===== config.mk =====
export PLATFORM = sky130hd
export DESIGN_NAME = paddle_capture
export DESIGN_NICKNAME = d
export VERILOG_FILES = /design/src/rtl/paddle_capture.sv
export SDC_FILE = /design/constraint.sdc
export NUM_CORES = 1
export LEC_CHECK = 0
export BUFFER_PORTS_ARGS = -buffer_cell sky130_fd_sc_hd__buf_2
export CAP_MARGIN = 20
export CORE_MARGIN = 2
export CORE_UTILIZATION = 53
export CTS_BUF_LIST = sky130_fd_sc_hd__clkbuf_8
export DETAILED_ROUTE_END_ITERATION = 10
export HOLD_SLACK_MARGIN = 0.12
export MAX_ROUTING_LAYER = met4
export PLACE_DENSITY = 0.79
export SLEW_MARGIN = 20
export SYNTH_ARGS = -nofsm -noshare
export SYNTH_HDL_FRONTEND = slang
export SYNTH_SLANG_ARGS = --single-unit

===== constraint.sdc =====
create_clock -name clk -period 1.3 [get_ports clk]
set_clock_uncertainty 0.15 [all_clocks]
set_input_delay 0.195 -clock clk [delete_from_list [all_inputs] [get_ports clk]]
set_output_delay 0.195 -clock clk [all_outputs]
set_load 0.02 [all_outputs]

===== src/rtl/paddle_capture.sv =====
// Per-frame paddle position capture: synchronizes the comparator and vsync inputs, then
// records the scanline of each paddle's first rise. Optional macro: PADDLE_CAPTURE_SMOOTH_EN.
module paddle_capture #(
  parameter int SYNC_STAGES   = 2,
  parameter int MIN_LINE      = 0,
  parameter int TIMEOUT_VALUE = 255
) (
  input  logic       clk,
  input  logic       reset,
  input  logic       hpaddle,
  input  logic       vpaddle,
  input  logic       vsync,
  input  logic [8:0] vpos,
  output logic [7:0] paddle_x,
  output logic [7:0] paddle_y,
  output logic       x_present,
  output logic       y_present,
  output logic       frame_strobe
);

  typedef enum logic [1:0] {IDLE, ARMED, CAPTURED} state_e;

  localparam logic [8:0] MIN_LINE_V = 9'(MIN_LINE);
  localparam logic [7:0] TIMEOUT_V  = 8'(TIMEOUT_VALUE);

  // Input index 0 = hpaddle, 1 = vpaddle, 2 = vsync.
  logic [2:0]             raw;
  logic [SYNC_STAGES-1:0] sync_q [3];
  logic [SYNC_STAGES-1:0] sync_d [3];
  logic [2:0]             dly_q, dly_d;
  logic [2:0]             rise;

  state_e     state_q [2];
  state_e     state_d [2];
  logic [7:0] cap_q [2];
  logic [7:0] cap_d [2];
  logic [7:0] out_q [2];
  logic [7:0] out_d [2];
  logic [1:0] pres_q, pres_d;
  logic       strobe_q, strobe_d;
`ifdef PADDLE_CAPTURE_SMOOTH_EN
  logic [7:0] filt_q [2];
  logic [7:0] filt_d [2];
  logic [1:0] filt_ok_q, filt_ok_d;
`endif

  logic       frame_evt;
  logic [7:0] vpos_sat;

  assign raw       = {vsync, vpaddle, hpaddle};
  assign frame_evt = rise[2];
  assign vpos_sat  = vpos[8] ? 8'hFF : vpos[7:0];

  always_comb begin
    for (int i = 0; i < 3; i++) begin
      sync_d[i] = {sync_q[i][SYNC_STAGES-2:0], raw[i]};
      dly_d[i]  = sync_q[i][SYNC_STAGES-1];
      rise[i]   = sync_q[i][SYNC_STAGES-1] & ~dly_q[i];
    end
  end

  always_comb begin
    // NOTE: every next-state variable takes its held value first, so no path infers a latch.
    logic [8:0] filt_sum;
    filt_sum = '0;
    pres_d   = pres_q;
`ifdef PADDLE_CAPTURE_SMOOTH_EN
    filt_ok_d = filt_ok_q;
`endif
    for (int c = 0; c < 2; c++) begin
      state_d[c] = state_q[c];
      cap_d[c]   = cap_q[c];
      out_d[c]   = out_q[c];
`ifdef PADDLE_CAPTURE_SMOOTH_EN
      filt_d[c]  = filt_q[c];
`endif
      case (state_q[c])
        IDLE: if (frame_evt) state_d[c] = ARMED;
        ARMED: begin
          // A rise coincident with the frame event is dropped, not credited to either frame.
          if (frame_evt) begin
            out_d[c]  = TIMEOUT_V;
            pres_d[c] = 1'b0;
            cap_d[c]  = '0;
`ifdef PADDLE_CAPTURE_SMOOTH_EN
            filt_ok_d[c] = 1'b0;
`endif
          end else if (rise[c] && vpos >= MIN_LINE_V) begin
            cap_d[c]   = vpos_sat;
            state_d[c] = CAPTURED;
          end
        end
        CAPTURED: begin
          if (frame_evt) begin
            pres_d[c]  = 1'b1;
            cap_d[c]   = '0;
            state_d[c] = ARMED;
`ifdef PADDLE_CAPTURE_SMOOTH_EN
            filt_sum     = {1'b0, filt_q[c]} + {1'b0, cap_q[c]} + 9'd1;
            filt_d[c]    = filt_ok_q[c] ? filt_sum[8:1] : cap_q[c];
            filt_ok_d[c] = 1'b1;
            out_d[c]     = filt_d[c];
`else
            out_d[c]     = cap_q[c];
`endif
          end
        end
        default: state_d[c] = IDLE;
      endcase
    end
    // Both channels leave IDLE together; the arming frame produces no update.
    strobe_d = frame_evt && (state_q[0] != IDLE);
  end

  // NOTE: all state, including capture and filter registers, is reset so nothing is X after reset.
  always_ff @(posedge clk or negedge reset) begin
    if (!reset) begin
      for (int i = 0; i < 3; i++) sync_q[i] <= '0;
      dly_q    <= '0;
      pres_q   <= '0;
      strobe_q <= 1'b0;
      for (int c = 0; c < 2; c++) begin
        state_q[c] <= IDLE;
        cap_q[c]   <= '0;
        out_q[c]   <= '0;
`ifdef PADDLE_CAPTURE_SMOOTH_EN
        filt_q[c]  <= '0;
`endif
      end
`ifdef PADDLE_CAPTURE_SMOOTH_EN
      filt_ok_q <= '0;
`endif
    end else begin
      // NOTE: non-blocking assignments here so every flop samples pre-edge values.
      for (int i = 0; i < 3; i++) sync_q[i] <= sync_d[i];
      dly_q    <= dly_d;
      pres_q   <= pres_d;
      strobe_q <= strobe_d;
      for (int c = 0; c < 2; c++) begin
        state_q[c] <= state_d[c];
        cap_q[c]   <= cap_d[c];
        out_q[c]   <= out_d[c];
`ifdef PADDLE_CAPTURE_SMOOTH_EN
        filt_q[c]  <= filt_d[c];
`endif
      end
`ifdef PADDLE_CAPTURE_SMOOTH_EN
      filt_ok_q <= filt_ok_d;
`endif
    end
  end

  assign paddle_x     = out_q[0];
  assign paddle_y     = out_q[1];
  assign x_present    = pres_q[0];
  assign y_present    = pres_q[1];
  assign frame_strobe = strobe_q;

endmodule


==> results of run 1 <==
metal layers:
layer,vias to the layer above,GRT usage
met5,-,-
met2,69,0.436
met3,10,0.0536
met1,961,0.345
met4,0,0.0662
li1,840,-
area by class of cell:
cell class	count	area, sq um
tap	50	62.6
timing repair buffer	74	633
sequential	48	1200
inverter	6	22.5
clock buffer	6	82.6
clock inverter	2	10.0
fill	232	905
multi-input combinational	125	1110
through the flow:
step / worst slack (ns) / TNS, ns / instance area [sq um] / std cells / power [mW]
2_1_floorplan: -0.0778 / -1.14 / 2240 / 195 / 3.57
3_3_place_gp: -0.108 / -2.24 / 2600 / 284 / 4.15
3_5_place_dp: -0.172 / -3.44 / 2600 / 284 / 4.23
4_1_cts: -0.139 / -2.57 / 2970 / 308 / 5.34
5_1_grt: -0.250 / -5.30 / 3120 / 311 / 5.92
6_report: -0.178 / -3.55 / 3120 / 311 / 5.61
repair_timing:
action / 4_1_cts / 5_1_grt
pin swaps: 16 / 5
endpoints found under the setup margin: 37 / 38
resized for setup: 25 / 19
gates cloned: 1 / 1
hold buffers: 12 / 0
buffers inserted: 4 / 2
endpoints found under the hold margin: 66 / 0
report_power, final:
| group | leakage [nW] | internal, mW | switching, mW | total, mW |
|---|---|---|---|---|
| Combinational | 0.852 | 1.05 | 1.21 | 2.25 |
| Sequential | 0.554 | 2.00 | 0.445 | 2.44 |
| Clock | 0.0510 | 0.425 | 0.489 | 0.914 |
| Total | 1.46 | 3.47 | 2.14 | 5.61 |
path summary, 6_finish.rpt:
kind | start | endpoint | slack (ns) | depth (start not counted)
setup / recovery | dly_d[2] | cap_q[9] | -0.18 | 6
hold / removal | reset | cap_q[14] | 0.18 | 2
setup reg to reg | dly_d[2] | cap_q[9] | -0.18 | 6
hold reg to reg | sync_d[1] | dly_d[2] | 0.22 | 0
max in group asynchronous | reset | paddle_y[6] | 0.36 | 3
min in group clk | sync_d[1] | dly_d[2] | 0.22 | 0
cell families after synthesis:
group                  share of synthesized area
buffers and inverters                     0.0604
AOI/OAI and AO/OA                          0.216
and+or+nand+nor                            0.116
DFF                                        0.537
muxes                                     0.0715
state kept, by name, summed over array words and instances (netlist names):
signal,flops
cap_q,16
dly_d,3
dly_q,3
frame_strobe,1
paddle_x,8
paddle_y,8
pres_q,2
state_q,4
sync_d,3
worst max-delay path, stage by stage (launching register included):
cell      delay, ns
dfrtp_2        0.45
buf_12         0.14
nand2b_4       0.09
buf_12         0.14
buf_12         0.12
o211ai_1       0.10
mux2i_1        0.19
cell usage in the layout, fill, tap and decap left out, types with 2 or more instances in the layout:
cell,netlist,layout
dfrtp_1,48,46
buf_2,2,32
o211ai_1,16,16
mux2i_1,16,16
buf_4,2,16
nand2_1,19,15
dlygate4sd3_1,0,12
o22a_1,10,10
nand2b_1,11,8
buf_12,0,7
o31ai_4,0,6
a2bb2oi_2,0,6
inv_1,6,6
nor2_1,7,6
clkbuf_8,0,6
buf_6,5,6
a31oi_1,6,5
nor2b_1,6,4
a2bb2oi_1,10,4
nand2_2,0,4
nor2_4,1,3
a21oi_1,3,3
nand2b_4,0,2
nor2b_2,0,2
o21ai_4,2,2
clkinv_2,0,2
dfrtp_2,0,2
==> results.cfg, run 1 <==
[pwr]
power.density_nw_per_um2 = 1800
irDropWorstVdd_v = 0.000967
p_leak_nw = 1.46

[sta]
finalHoldViolCount = 0
slew-limit-headroom = 0.765
setup_viol = 35
drv_slew = 0
finalCritPeriodShare = 1.14
rsz0062_at_grt = yes
fin_crit_ns = 1.48
worst_slew_pin_slew_ns = 0.352
max_freq_ghz = 0.677
whs_ns = 0.176
fin_ws_ns = -0.178

[synth]
yosysTopAreaCell = dfrtp_1
netlist_top_cells_area = dfrtp_1 (54%), mux2i_1 (7.2%), o211ai_1 (5.4%)
synth.avg_cell_area_sq_um = 11.5
synth_edf_count = 0
synth_nets = 209
synth_common_cells = dfrtp_1 (48), nand2_1 (19), mux2i_1 (16), o211ai_1 (16), nand2b_1 (11)
yosysMostFrequentCell = dfrtp_1
yosys.cell_types.count = 28
ys.flop_type = dfrtp_1
synth.yosys.warnings = 0
seq_area_frac_synth = 0.537
synth_top_cell_area_share = 0.537
async_flop_share = 1.00
syn_area_sq_um = 2240
yosys_register_bits = 48
synthCells = 195

[drt]
wirelength_mm = 6.01
post_drt_wl_per_cell_um = 19.3
vias_per_cell = 6.05
wl_met1_mm = 2.45
highest_layer = met4
drtAntennaViolNets = 0
wl_met2_mm = 3.18
drc_errors = 0
dr.pass1.iters = 4
via_count = 1880
drt-initial-drc-count = 211
met3RoutedLength_um = 274

[worst_setup_path]
critPathArrivalTime_ns = 1.54
end_kind = flip-flop
cp.required_ns = 1.36
cp_max_fo = 9
cp-start-kind = flip-flop
path_class = reg2reg

[clock_tree]
cts_tree = yes
cts_max_level = 2
cts_buffers = 5
cts.sinks = 48
clk_pin_slew_worst_paths_ns = 0.08
insertion_delay_ns = 0.30
clockBufferDepth = 2
cts-root-buf = clkbuf_8

[hold_path]
hold_class = in2async

[placed_design]
port_buffers = 32
dp_hpwl_mm = 3.42
place.gp.congestion = 0.771

[grt]
grt_max_degree = 27
grt_pass1_wl_mm = 8.83
grt_pass1_vias = 1805
overflow = 0
grt.total_usage = 0.267
antenna_found_initial = 0

[cells_and_area]
insertedDiodeCount = 0
layout.nets = 274
fin_util = 0.775
layout-drive-gt1-share = 0.395
area_delta_synth_final_pct = 39.6

[die]
die_w_um = 69.0
die_area_sq_um = 4760
coreArea_sq_um = 4030
rows = 23
fp.dieH_um = 69.0
ios = 33
start_util = 0.556

[outcome]
violations = setup timing
status = finished, violations left

[run]
maxCapViolCount = 0
(Power assumes the default switching activity.)
==> run 2, diff against run 1 <==
--- a/config.mk
+++ b/config.mk
@@ -5,7 +5,7 @@
 export SDC_FILE = /design/constraint.sdc
 export NUM_CORES = 1
 export LEC_CHECK = 0
-export BUFFER_PORTS_ARGS = -buffer_cell sky130_fd_sc_hd__buf_2
+export BUFFER_PORTS_ARGS = -buffer_cell sky130_fd_sc_hd__buf_4
 export CAP_MARGIN = 20
 export CORE_MARGIN = 2
 export CORE_UTILIZATION = 53
==> constraint.sdc (replaced) <==
create_clock -name clk -period 1.3 [get_ports clk]
set_clock_uncertainty 0.15 [all_clocks]
set_input_delay 0.195 -clock clk [delete_from_list [all_inputs] [get_ports clk]]
set_output_delay 0.195 -clock clk [all_outputs]
set_load 0.005 [all_outputs]
==> results.cfg, run 2 (same netlist as run 1, synthesis figures left out) <==
[outcome]
status = finished, violations left
violations = setup timing

[pwr]
p_clk_frac = 0.169
combPwrFrac = 0.383
swShare = 0.353
p_int_mw = 3.54
p_total_mw = 5.48
seqPwrFrac = 0.447
power.density_nw_per_um2 = 1720
p_sw_mw = 1.93
irDropWorstVdd_v = 0.00120
p_leak_nw = 1.48

[placed_design]
place.gp.congestion = 0.762
placedCellCount = 286
port_buffers = 32
dp_hpwl_mm = 3.46

[drt]
wirelength_mm = 6.13
drt-initial-drc-count = 192
drtAntennaViolNets = 0
post_drt_wl_per_cell_um = 19.6
vias_per_cell = 5.93
drc_errors = 0
via_count = 1850
dr.pass1.iters = 4

[worst_setup_path]
cp_max_fo = 8
cp-start-kind = flip-flop
end_kind = flip-flop
critPathArrivalTime_ns = 1.56
cp.required_ns = 1.38
path_class = reg2reg
worstReg2RegEnd = cap_q[12]
r2r_slack_ns = -0.18
rr_startpoint = dly_d[2]
rr_worst_depth = 5

[cells_and_area]
area_delta_synth_final_pct = 42.5
fin_util = 0.792
top_register = cap_q
layout_common_cells = buf_4 (48), dfrtp_1 (45), nand2_1 (19)
layout.nets = 275
regArea_sq_um = 1200
fin_cells = 312
insertedDiodeCount = 0
n_fill_cell = 251
multi_input_area_sq_um = 1090
final_common_cell = buf_4
layout-drive-gt1-share = 0.389
largest_reg_flops = 16

[die]
start_util = 0.556
fp.dieH_um = 69.0
rows = 23
die_w_um = 69.0
die_area_sq_um = 4760
coreArea_sq_um = 4030
ios = 33

[sta]
rsz0062_at_grt = yes
finalHoldViolCount = 0
whs_ns = 0.128
max_freq_ghz = 0.675
finalCritPeriodShare = 1.14
fin_ws_ns = -0.182
setup_viol = 33
drv_slew = 0
fin_crit_ns = 1.48
worst_slew_pin_slew_ns = 0.326
setup_tns_ns = -4.06
slew-limit-headroom = 0.782

[grt]
antenna_found_initial = 0
grt_pass1_wl_mm = 8.32
grt_max_degree = 25
grt.total_usage = 0.250
overflow = 0
grt_pass1_vias = 1747

[clock_tree]
insertion_delay_ns = 0.31
cts-root-buf = clkbuf_8
cts_max_level = 2
cts.sinks = 48
cts_tree = yes
clk_pin_slew_worst_paths_ns = 0.09
clockBufferDepth = 2
cts_buffers = 5

[hold_path]
hold_class = in2async

[run]
maxCapViolCount = 0
run 2: per-layer routing:
metal | global-route usage | vias up | part of all wire
met2 | 0.400 | 44 | 0.52
met5 | - | - | 0
met1 | 0.330 | 962 | 0.43
met3 | 0.0536 | 10 | 0.032
met4 | 0.0515 | 0 | 0.019
li1 | - | 834 | -
run 2: worst max-delay path, cell delays in order, from the launching register on:
cell and delay, ns:
dfrtp_2 0.44, nor2b_4 0.15, buf_12 0.13, o21ai_4 0.16, buf_12 0.15, mux2i_1 0.22
run 2: cell type report:
type / count / area share
well taps: 50 / 0.0196
clock buffers: 5 / 0.0216
flip-flops and latches: 48 / 0.378
repair buffers: 75 / 0.226
inverters: 6 / 0.00706
clock inverters: 3 / 0.00745
multi-input cells: 125 / 0.341
run 2: power groups by stage:
stage / logic (mW) / registers [mW] / clock network, mW
after floorplan: 0.968 / 2.32 / 0
after detailed placement: 1.71 / 2.39 / 0
after global placement: 1.64 / 2.35 / 0
after global routing: 2.29 / 2.51 / 0.999
after CTS: 1.77 / 2.37 / 0.933
final: 2.10 / 2.45 / 0.927
run 2: worst max path at each step:
stage                  start     endpoint
floorplan           dly_q[2]  paddle_x[4]
global placement    dly_d[2]  paddle_y[3]
detailed placement  dly_q[2]  paddle_x[2]
CTS                 dly_q[2]     cap_q[9]
global route        dly_d[2]    cap_q[12]
finish              dly_d[2]    cap_q[12]
run 2: metrics by stage:
| step | cell area [sq um] | setup slack, ns |
|---|---|---|
| 2_1_floorplan | 2240 | -0.0778 |
| 3_3_place_gp | 2670 | -0.0966 |
| 3_5_place_dp | 2670 | -0.183 |
| 4_1_cts | 2940 | -0.147 |
| 5_1_grt | 3190 | -0.232 |
| 6_report | 3190 | -0.182 |
run 2: what timing repair did:
item / in CTS / in global routing
hold buffers: 12 / 0
pin swaps: 1 / 10
setup buffers: 2 / 2
resized for setup: 7 / 37
hold endpoints to repair: 67 / 0
gates cloned: 1 / 2
endpoints found under the setup margin: 35 / 37
==> run 3, diff against run 2 <==
--- a/config.mk
+++ b/config.mk
@@ -5,10 +5,13 @@
 export SDC_FILE = /design/constraint.sdc
 export NUM_CORES = 1
 export LEC_CHECK = 0
+export ABC_AREA = 1
 export BUFFER_PORTS_ARGS = -buffer_cell sky130_fd_sc_hd__buf_4
 export CAP_MARGIN = 20
+export CELL_PAD_IN_SITES_DETAIL_PLACEMENT = 2
+export CELL_PAD_IN_SITES_GLOBAL_PLACEMENT = 2
 export CORE_MARGIN = 2
-export CORE_UTILIZATION = 53
+export CORE_UTILIZATION = 32
 export CTS_BUF_LIST = sky130_fd_sc_hd__clkbuf_8
 export DETAILED_ROUTE_END_ITERATION = 10
 export HOLD_SLACK_MARGIN = 0.12
==> results.cfg, run 3 <==
[outcome]
violations = setup timing
status = finished, violations left

[placed_design]
dp_slack_ns = -0.0833
place.gp.congestion = 0.781
placedCellCount = 328
port_buffers = 32
dp_hpwl_mm = 3.38

[worst_setup_path]
path_class = reg2reg
cp.required_ns = 1.34
critPathSlowestCell = dfrtp_2
cp_max_fo = 9
worstSetupStartpoint = dly_q[2]
cp-start-kind = flip-flop
critical_path.cell_chain = nor2_8 > buf_4 > nand2_4 > nand3_1 > nand2_1
rr_startpoint = dly_q[2]
max_stage_delay_ns = 0.46
end_kind = flip-flop
path_delay_family = simple AND/OR/NAND/NOR gates
critPathArrivalTime_ns = 1.43
path_buf_inv = 1

[synth]
synth_top_family_by_area = simple AND/OR/NAND/NOR gates
synth_xor_area_frac = 0
yosysTopAreaCell = dfrtp_1
yosys_register_bits = 48
synth_edf_count = 0
synth_common_cells = nand2_1 (50), nor2_1 (49), dfrtp_1 (48), o21ai_0 (18), nand3_1 (17)
netlist_top_cells_area = dfrtp_1 (61%), nand2_1 (9.5%), nor2_1 (9.3%)
synth_top_cell_area_share = 0.610
ys.flop_type = dfrtp_1
yosysMostFrequentCell = nand2_1
syn_area_sq_um = 1970
synth.yosys.warnings = 0
synth_compound_area_frac = 0.0610
synthCells = 213
synth_nets = 227
synthMuxAreaShare = 0
yosys.area_share.simple = 0.287
synth.avg_cell_area_sq_um = 9.25
async_flop_share = 1.00
synth-adder-area-share = 0
seq_area_frac_synth = 0.610
yosys.cell_types.count = 17

[sta]
setup_viol = 33
rsz0062_at_grt = yes
finalHoldViolCount = 0
slew-limit-headroom = 0.767
max_freq_ghz = 0.718
fin_ws_ns = -0.0933
drv_slew = 0
whs_ns = 0.176
finalCritPeriodShare = 1.07
setup_tns_ns = -1.47
fin_crit_ns = 1.39
worst_slew_pin_slew_ns = 0.346

[clock_tree]
cts-root-buf = clkbuf_8
cts_max_level = 2
insertion_delay_ns = 0.30
cts_tree = yes
clk_pin_slew_worst_paths_ns = 0.09
clockBufferDepth = 2
cts.sinks = 48
cts_buffers = 5

[cells_and_area]
insertedDiodeCount = 0
fin_util = 0.495
final_common_cell = buf_4
layout_common_cells = buf_4 (47), nor2_1 (46), dfrtp_1 (44)
fin_cells = 356
largest_reg_flops = 16
n_fill_cell = 610
top_register = cap_q
layout.nets = 295
area_delta_synth_final_pct = 48.7
layout-drive-gt1-share = 0.402

[die]
start_util = 0.333
fp.dieH_um = 82.5
ios = 33
rows = 28
die_w_um = 82.5
die_area_sq_um = 6800
coreArea_sq_um = 5920

[drt]
post_drt_wl_per_cell_um = 16.8
drc_errors = 0
drt-initial-drc-count = 31
wirelength_mm = 5.98
drtAntennaViolNets = 0
dr.pass1.iters = 4
vias_per_cell = 4.71
via_count = 1678

[hold_path]
min-delay-start = vpos[7]
hold_class = in2reg

[pwr]
irDropWorstVdd_v = 0.000747
p_leak_nw = 1.43
power.density_nw_per_um2 = 1770

[run]
maxCapViolCount = 0

[grt]
grt_pass1_wl_mm = 9.20
grt.total_usage = 0.188
overflow = 0
grt_pass1_vias = 1803
antenna_found_initial = 0
grt_max_degree = 49
## run 3: changes by cell type in the layout (fill, tap and decap cells not counted), moves of 8 or more
cell      before  now
o211ai_1      16    0
nand2_1       19   39
nand3_1        0   14
mux2i_1       16    0
o21ai_2        0    8
nand2b_1       8    0
nor2_1         6   46
nand2_4        0   13
o22a_1        10    0
## run 3: worst paths after layout
path | to | slack, ns | cells past startpoint
min reg2reg | dly_d[0] | 0.21 | 0
max in group asynchronous | dly_q[2] | 0.52 | 3
min | cap_q[15] | 0.18 | 5
max | cap_q[1] | -0.09 | 5
max reg2reg | cap_q[1] | -0.09 | 5
min in group asynchronous | frame_strobe | 0.25 | 3
## run 3: what timing repair did
item / in CTS / in global routing
hold buffers: 7 / 0
endpoints found under the setup margin: 34 / 38
gates cloned: 2 / 0
buffers inserted: 9 / 3
pin swaps: 7 / 9
endpoints found under the hold margin: 56 / 0
gates resized for setup: 54 / 24
## run 3: per-layer routing
| metal | vias to the layer above | GRT usage | part of all wire |
|---|---|---|---|
| met5 | - | - | 0 |
| met4 | 0 | 0.0500 | 0.011 |
| met3 | 6 | 0.0326 | 0.027 |
| met2 | 28 | 0.336 | 0.56 |
| met1 | 834 | 0.217 | 0.41 |
| li1 | 810 | - | - |
## run 3: cell type report
class / count / area [sq um] / area share
Tap cell: 75 / 93.8 / 0.0321
Clock buffer: 7 / 96.3 / 0.0329
Sequential cell: 48 / 1210 / 0.412
Inverter: 10 / 41.3 / 0.0141
Multi-Input combinational cell: 151 / 897 / 0.306
Timing Repair Buffer: 65 / 593 / 0.203
## run 3: cell families after synthesis
| kind of cell | count (synthesis) |
|---|---|
| buf+inv | 15 |
| flops | 48 |
| compound gates | 24 |
| simple gates | 126 |
## run 3: worst register-to-register path, stage by stage (launching register included)
cell and delay [ns]:
dfrtp_2 0.46, nor2_8 0.24, buf_4 0.17, nand2_4 0.08, nand3_1 0.11, nand2_1 0.07
## run 3: power by group
part | total, mW | internal [mW] | switching [mW]
sequential | 2.38 | 2.00 | 0.375
combinational | 1.84 | 0.930 | 0.911
clock | 0.969 | 0.475 | 0.495
## run 3: per-stage QoR
step                total power, mW  instance area, sq um
global placement               3.65                  2390
global route                   5.55                  2930
finish                         5.19                  2930
detailed placement             3.74                  2390
CTS                            5.04                  2810
floorplan                      2.98                  1970
